==> src/rtl/reg_bank_if.sv <==
// Decode/write-back bundle for reg_bank_8x8: read ports, write-back port, issue request and scoreboard view.
// master = pipeline side (decode + write-back), slave = register bank.
interface reg_bank_if #(
    parameter int DATA_W = 8,
    parameter int ADDR_W = 3,
    parameter int NREGS  = 8
);
    logic [ADDR_W-1:0] rs1_addr;
    logic [ADDR_W-1:0] rs2_addr;
    logic [DATA_W-1:0] rs1_data;
    logic [DATA_W-1:0] rs2_data;
    logic              wr_en;
    logic [ADDR_W-1:0] wr_addr;
    logic [DATA_W-1:0] wr_data;
    logic              iss_en;
    logic [ADDR_W-1:0] iss_rd;
    logic              rs1_busy;
    logic              rs2_busy;
    logic              stall;
    logic [NREGS-1:0]  busy_vec;

    modport master (
        output rs1_addr, rs2_addr, wr_en, wr_addr, wr_data, iss_en, iss_rd,
        input  rs1_data, rs2_data, rs1_busy, rs2_busy, stall, busy_vec
    );

    modport slave (
        input  rs1_addr, rs2_addr, wr_en, wr_addr, wr_data, iss_en, iss_rd,
        output rs1_data, rs2_data, rs1_busy, rs2_busy, stall, busy_vec
    );
endinterface

==> src/rtl/reg_bank_8x8.sv <==
// 8x8 register bank with two combinational read ports, one write-back port and a busy scoreboard.
// Optional macro REG_BANK_BYPASS_EN forwards the write-back value/clear to same-cycle readers.
module reg_bank_8x8 #(
    parameter int DATA_W = 8,
    parameter int NREGS  = 8,
    parameter int ADDR_W = 3
) (
    input logic       clk,
    input logic       rst,
    reg_bank_if.slave bus
);
    logic [DATA_W-1:0] regs [NREGS];
    logic [NREGS-1:0]  busy;
    logic [NREGS-1:0]  busy_nxt;
    logic              wr_hit;
    logic              fwd1;
    logic              fwd2;
    logic              fwd_rd;
    logic              waw;
    logic              issue_ok;

    assign wr_hit = bus.wr_en && (bus.wr_addr != '0);

`ifdef REG_BANK_BYPASS_EN
    assign fwd1   = wr_hit && (bus.rs1_addr == bus.wr_addr);
    assign fwd2   = wr_hit && (bus.rs2_addr == bus.wr_addr);
    assign fwd_rd = wr_hit && (bus.iss_rd == bus.wr_addr);
`else
    assign fwd1   = 1'b0;
    assign fwd2   = 1'b0;
    assign fwd_rd = 1'b0;
`endif

    always_comb begin
        bus.rs1_data = '0;
        bus.rs2_data = '0;
        if (bus.rs1_addr != '0) bus.rs1_data = fwd1 ? bus.wr_data : regs[bus.rs1_addr];
        if (bus.rs2_addr != '0) bus.rs2_data = fwd2 ? bus.wr_data : regs[bus.rs2_addr];
    end

    assign bus.rs1_busy = busy[bus.rs1_addr] && !fwd1;
    assign bus.rs2_busy = busy[bus.rs2_addr] && !fwd2;
    assign waw          = (bus.iss_rd != '0) && busy[bus.iss_rd] && !fwd_rd;

    // Issue handshake: iss_en is valid, !stall is ready; an issue is taken only
    // when both hold at the rising edge, otherwise decode holds its inputs.
    assign bus.stall    = bus.iss_en && (bus.rs1_busy || bus.rs2_busy || waw);
    assign issue_ok     = bus.iss_en && !bus.stall && (bus.iss_rd != '0);
    assign bus.busy_vec = busy;

    // Clear for the write-back first, then set for the new owner on a same-index collision.
    always_comb begin
        busy_nxt = busy;
        if (wr_hit)   busy_nxt[bus.wr_addr] = 1'b0;
        if (issue_ok) busy_nxt[bus.iss_rd]  = 1'b1;
    end

    always_ff @(posedge clk or negedge rst) begin
        if (!rst) begin
            busy <= '0;
            for (int i = 0; i < NREGS; i++) regs[i] <= '0;
        end else begin
            busy <= busy_nxt;
            if (wr_hit) regs[bus.wr_addr] <= bus.wr_data;
        end
    end
endmodule
==> src/flat_wrapper.sv <==
// flat-port wrapper written by rule: the top's interface ports become plain ports
module reg_bank_8x8_flat 
#(
    parameter int DATA_W = 8,
    parameter int NREGS  = 8,
    parameter int ADDR_W = 3
)
  (clk, rst, bus_rs1_addr, bus_rs2_addr, bus_wr_en, bus_wr_addr, bus_wr_data, bus_iss_en, bus_iss_rd, bus_rs1_data, bus_rs2_data, bus_rs1_busy, bus_rs2_busy, bus_stall, bus_busy_vec);
  reg_bank_if #(.DATA_W(DATA_W), .ADDR_W(ADDR_W), .NREGS(NREGS)) bus_i ();
  input logic clk;
  input logic rst;
  input wire logic [$bits(bus_i.rs1_addr)-1:0] bus_rs1_addr;
  input wire logic [$bits(bus_i.rs2_addr)-1:0] bus_rs2_addr;
  input wire logic [$bits(bus_i.wr_en)-1:0] bus_wr_en;
  input wire logic [$bits(bus_i.wr_addr)-1:0] bus_wr_addr;
  input wire logic [$bits(bus_i.wr_data)-1:0] bus_wr_data;
  input wire logic [$bits(bus_i.iss_en)-1:0] bus_iss_en;
  input wire logic [$bits(bus_i.iss_rd)-1:0] bus_iss_rd;
  output wire logic [$bits(bus_i.rs1_data)-1:0] bus_rs1_data;
  output wire logic [$bits(bus_i.rs2_data)-1:0] bus_rs2_data;
  output wire logic [$bits(bus_i.rs1_busy)-1:0] bus_rs1_busy;
  output wire logic [$bits(bus_i.rs2_busy)-1:0] bus_rs2_busy;
  output wire logic [$bits(bus_i.stall)-1:0] bus_stall;
  output wire logic [$bits(bus_i.busy_vec)-1:0] bus_busy_vec;
  assign bus_i.rs1_addr = bus_rs1_addr;
  assign bus_i.rs2_addr = bus_rs2_addr;
  assign bus_i.wr_en = bus_wr_en;
  assign bus_i.wr_addr = bus_wr_addr;
  assign bus_i.wr_data = bus_wr_data;
  assign bus_i.iss_en = bus_iss_en;
  assign bus_i.iss_rd = bus_iss_rd;
  assign bus_rs1_data = bus_i.rs1_data;
  assign bus_rs2_data = bus_i.rs2_data;
  assign bus_rs1_busy = bus_i.rs1_busy;
  assign bus_rs2_busy = bus_i.rs2_busy;
  assign bus_stall = bus_i.stall;
  assign bus_busy_vec = bus_i.busy_vec;
  reg_bank_8x8 #(.DATA_W(DATA_W), .NREGS(NREGS), .ADDR_W(ADDR_W)) u_core (.clk(clk), .rst(rst), .bus(bus_i));
endmodule
==> config.mk <==
export PLATFORM = sky130hd
export DESIGN_NAME = reg_bank_8x8_flat
export DESIGN_NICKNAME = d
export VERILOG_FILES = /design/src/rtl/reg_bank_if.sv /design/src/rtl/reg_bank_8x8.sv /design/src/flat_wrapper.sv
export SDC_FILE = /design/constraint.sdc
export NUM_CORES = 1
export LEC_CHECK = 0
export BUFFER_PORTS_ARGS = -buffer_cell sky130_fd_sc_hd__buf_2
export CAP_MARGIN = 0
export CORE_ASPECT_RATIO = 1.4
export CORE_MARGIN = 2
export CORE_UTILIZATION = 50
export CTS_BUF_LIST = sky130_fd_sc_hd__clkbuf_2
export CTS_CLUSTER_DIAMETER = 200
export DETAILED_ROUTE_END_ITERATION = 10
export PLACE_DENSITY = 0.72
export SLEW_MARGIN = 20
export SYNTH_ARGS = -nofsm -noshare
export SYNTH_HDL_FRONTEND = slang
export SYNTH_SLANG_ARGS = --single-unit
==> constraint.sdc <==
create_clock -name clk -period 2.9 [get_ports clk]
set_clock_uncertainty 0.05 [all_clocks]
set_input_delay 0.145 -clock clk [delete_from_list [all_inputs] [get_ports clk]]
set_output_delay 0.145 -clock clk [all_outputs]
set_load 0.02 [all_outputs]
==> qor.yml <==
run_status:
  outcome: "completed"
timing:
  period_minus_slack_ps: 2280
  fin_tns_setup_ps: 0
  max_freq_ghz: 0.438
  worstMarginPinSlew_ps: 880
  relSlewSlack: 0.410
  timing.final.crit_share: 0.787
  drv_slew: 0
  whs_ps: 72.8
  setup_viol: 0
  rsz0062_at_grt: "no"
  final_hold_viol_count: 0
power_and_ir_drop:
  power_frac_clock: 0.160
  totalPowerFinal_mw: 2.70
  p_switching_mw: 0.952
  pwr-share-comb: 0.342
  swShare: 0.352
  pwr-share-seq: 0.498
  leakage_nw: 1.95
  irDropWorstVdd_v: 0.000256
  p_int_mw: 1.75
  p_per_area_nw_per_um2: 610
synthesis:
  synth_fp_nets: 340
  avgSynthCellArea_sq_um: 12.3
  synth-async-reset-ratio: 1.00
  synth_area_sq_um: 3900
  synth_edf_count: 0
  yosysSeqAreaShare: 0.442
  ys_ff_latch: 69
  synth_cell_types: 37
  synthFlopType: "dfrtp_1"
  synthCells: 316
  yosysWarnings: 0
global_route:
  first_global_vias: 2870
  grt_max_degree: 63
  grt_antenna_before_repair: 0
  grt_pass1_wl_mm: 14.9
  grt-ovfl-total: 0
  track_usage: 0.236
clocking:
  cts_made_buffers: 9
  cts_setup_buffers: 0
  numClockSinks: 69
  ctsResizeCount: 0
  clk_pin_slew_ps: 170
  cts_tree: "yes"
  insertion_delay_ps: 520
  clockBufferDepth: 2
  cts-root-buf: "clkbuf_2"
  htree_levels: 3
hold_path:
  hp-class: "input port to register"
placed_design:
  place.gp.congestion: 0.851
  dpl_cell_area_sq_um: 4180
  dpl.hpwl_mm: 6.11
  numPortBuffers: 50
final_layout:
  seq_area_sq_um: 1730
  multiInputGateArea_sq_um: 2020
  area_delta_synth_final_pct: 13.4
  nNetsFinal: 396
  diodes: 0
  final.fill_count: 653
  fin_area_sq_um: 4430
  final_util: 0.578
  final_layout_size_suffix_gt1_frac: 0.426
critical_path:
  crit_required_ps: 2710
  path_delay_family: "multiplexers"
  path_cells: "mux2i_1 > mux4_2 > o21ai_4 > o21a_1 > buf_2"
  arrival_ps: 2090
  crit_type: "register to output port"
  start_kind: "register"
  crit_buf_inv: 1
  end_kind: "output port"
  critical_path.max_stage_delay_ps: 560
  cp_max_fo: 5
  cp_slowest_cell: "mux4_2"
floorplan:
  initial_core_util: 0.510
  die-width_um: 78.7
  core_sq_um: 7650
  num_rows: 38
  dieArea_sq_um: 8540
  ios: 51
  die_h_um: 109
route:
  final_antenna_net_count: 0
  vias: 2853
  wl_per_cell_um: 19.7
  drt_first_iter_violations: 180
  finalWirelength_mm: 9.38
  first_pass_iters: 4
  vias_per_cell: 5.99
  drcViolationCount: 0
flow_run:
  maxCapViolCount: 0
[routing by layer]
layer | track usage | wire [um] | vias to the layer above
met5 | 0 | 0 | -
met4 | 0.103 | 276 | 0
met3 | 0.0543 | 587 | 18
met2 | 0.398 | 4830 | 100
met1 | 0.289 | 3680 | 1447
li1 | - | - | 1288
[logic make-up after synthesis]
| group | after synthesis | share of synthesized area |
|---|---|---|
| muxes | 99 | 0.332 |
| and+or+nand+nor | 72 | 0.0930 |
| DFF | 69 | 0.442 |
| AOI/OAI and AO/OA | 43 | 0.0901 |
| buffers and inverters | 33 | 0.0420 |
[cell usage in the layout, fill, tap and decap left out, types with 5 or more instances in the layout]
master	n
a221oi_1	16
o31ai_1	5
inv_1	7
dfrtp_1	69
nor2_1	28
o21ai_0	11
nor2b_1	11
mux4_2	17
mux2_2	67
clkbuf_2	11
nand2_1	15
buf_2	50
mux2i_1	13
dlygate4sd3_1	18
[worst paths after layout]
path | start | to | slack (ps) | cells past startpoint
min in group asynchronous | rst | u_core.regs[33] | 260 | 3
setup / recovery | u_core.bus.busy_vec[5] | bus_stall | 620 | 5
max in group asynchronous | rst | u_core.regs[58] | 1980 | 3
setup reg to reg | u_core.bus.busy_vec[2] | u_core.bus.busy_vec[6] | 780 | 5
hold / removal | bus_wr_addr[0] | u_core.bus.busy_vec[4] | 70 | 3
hold reg to reg | u_core.regs[57] | u_core.regs[57] | 350 | 0
[repair_timing]
item | CTS | global route
endpoints found under the hold margin | 132 | 0
hold buffers | 18 | 0
setup endpoints to repair | 0 | 0
[cell usage after synthesis (all sizes together), types with 3 or more instances]
cell type / number / area, sq um
dfrtp: 69 / 1730
mux2: 69 / 785
nor2: 29 / 111
buf: 17 / 104
mux4: 17 / 383
a221oi: 16 / 140
nand2: 15 / 56.3
mux2i: 13 / 130
o21ai: 12 / 71.3
nor2b: 11 / 68.8
clkbuf: 9 / 33.8
inv: 7 / 26.3
o31ai: 5 / 37.5
nand3: 3 / 15.0
nand4b: 3 / 26.3
[worst reg2reg max path, stage by stage, from the launching register on]
cell and delay (ps):
dfrtp_1 470, and3b_1 190, o21ai_0 270, o211ai_2 190
o31ai_1 300, dlygate4sd3_1 590
[power groups by stage]
stage	combinational, mW	clock, mW	sequential [mW]
3_3_place_gp	0.877	0	1.35
5_1_grt	1.00	0.491	1.37
2_1_floorplan	0.639	0	1.35
6_report	0.923	0.432	1.35
4_1_cts	0.930	0.450	1.34
3_5_place_dp	0.896	0	1.36
[metrics by stage]
stage	setup WS (ps)	cells
6_report	618	476
5_1_grt	513	476
4_1_cts	602	476
3_5_place_dp	893	443
3_3_place_gp	916	443
2_1_floorplan	1260	316
[layout make-up]
class,count,area share
well taps,100,0.0283
clock buffers,11,0.0124
multi-input cells,214,0.457
flip-flops and latches,69,0.390
inverters,7,0.00594
repair buffers,71,0.102
clock inverters,4,0.00367
[state kept, by name (all words and copies together), names as in the netlist]
name and count:
u_core.bus.busy_vec 8, u_core.regs 61
(Power assumes the default switching activity.)
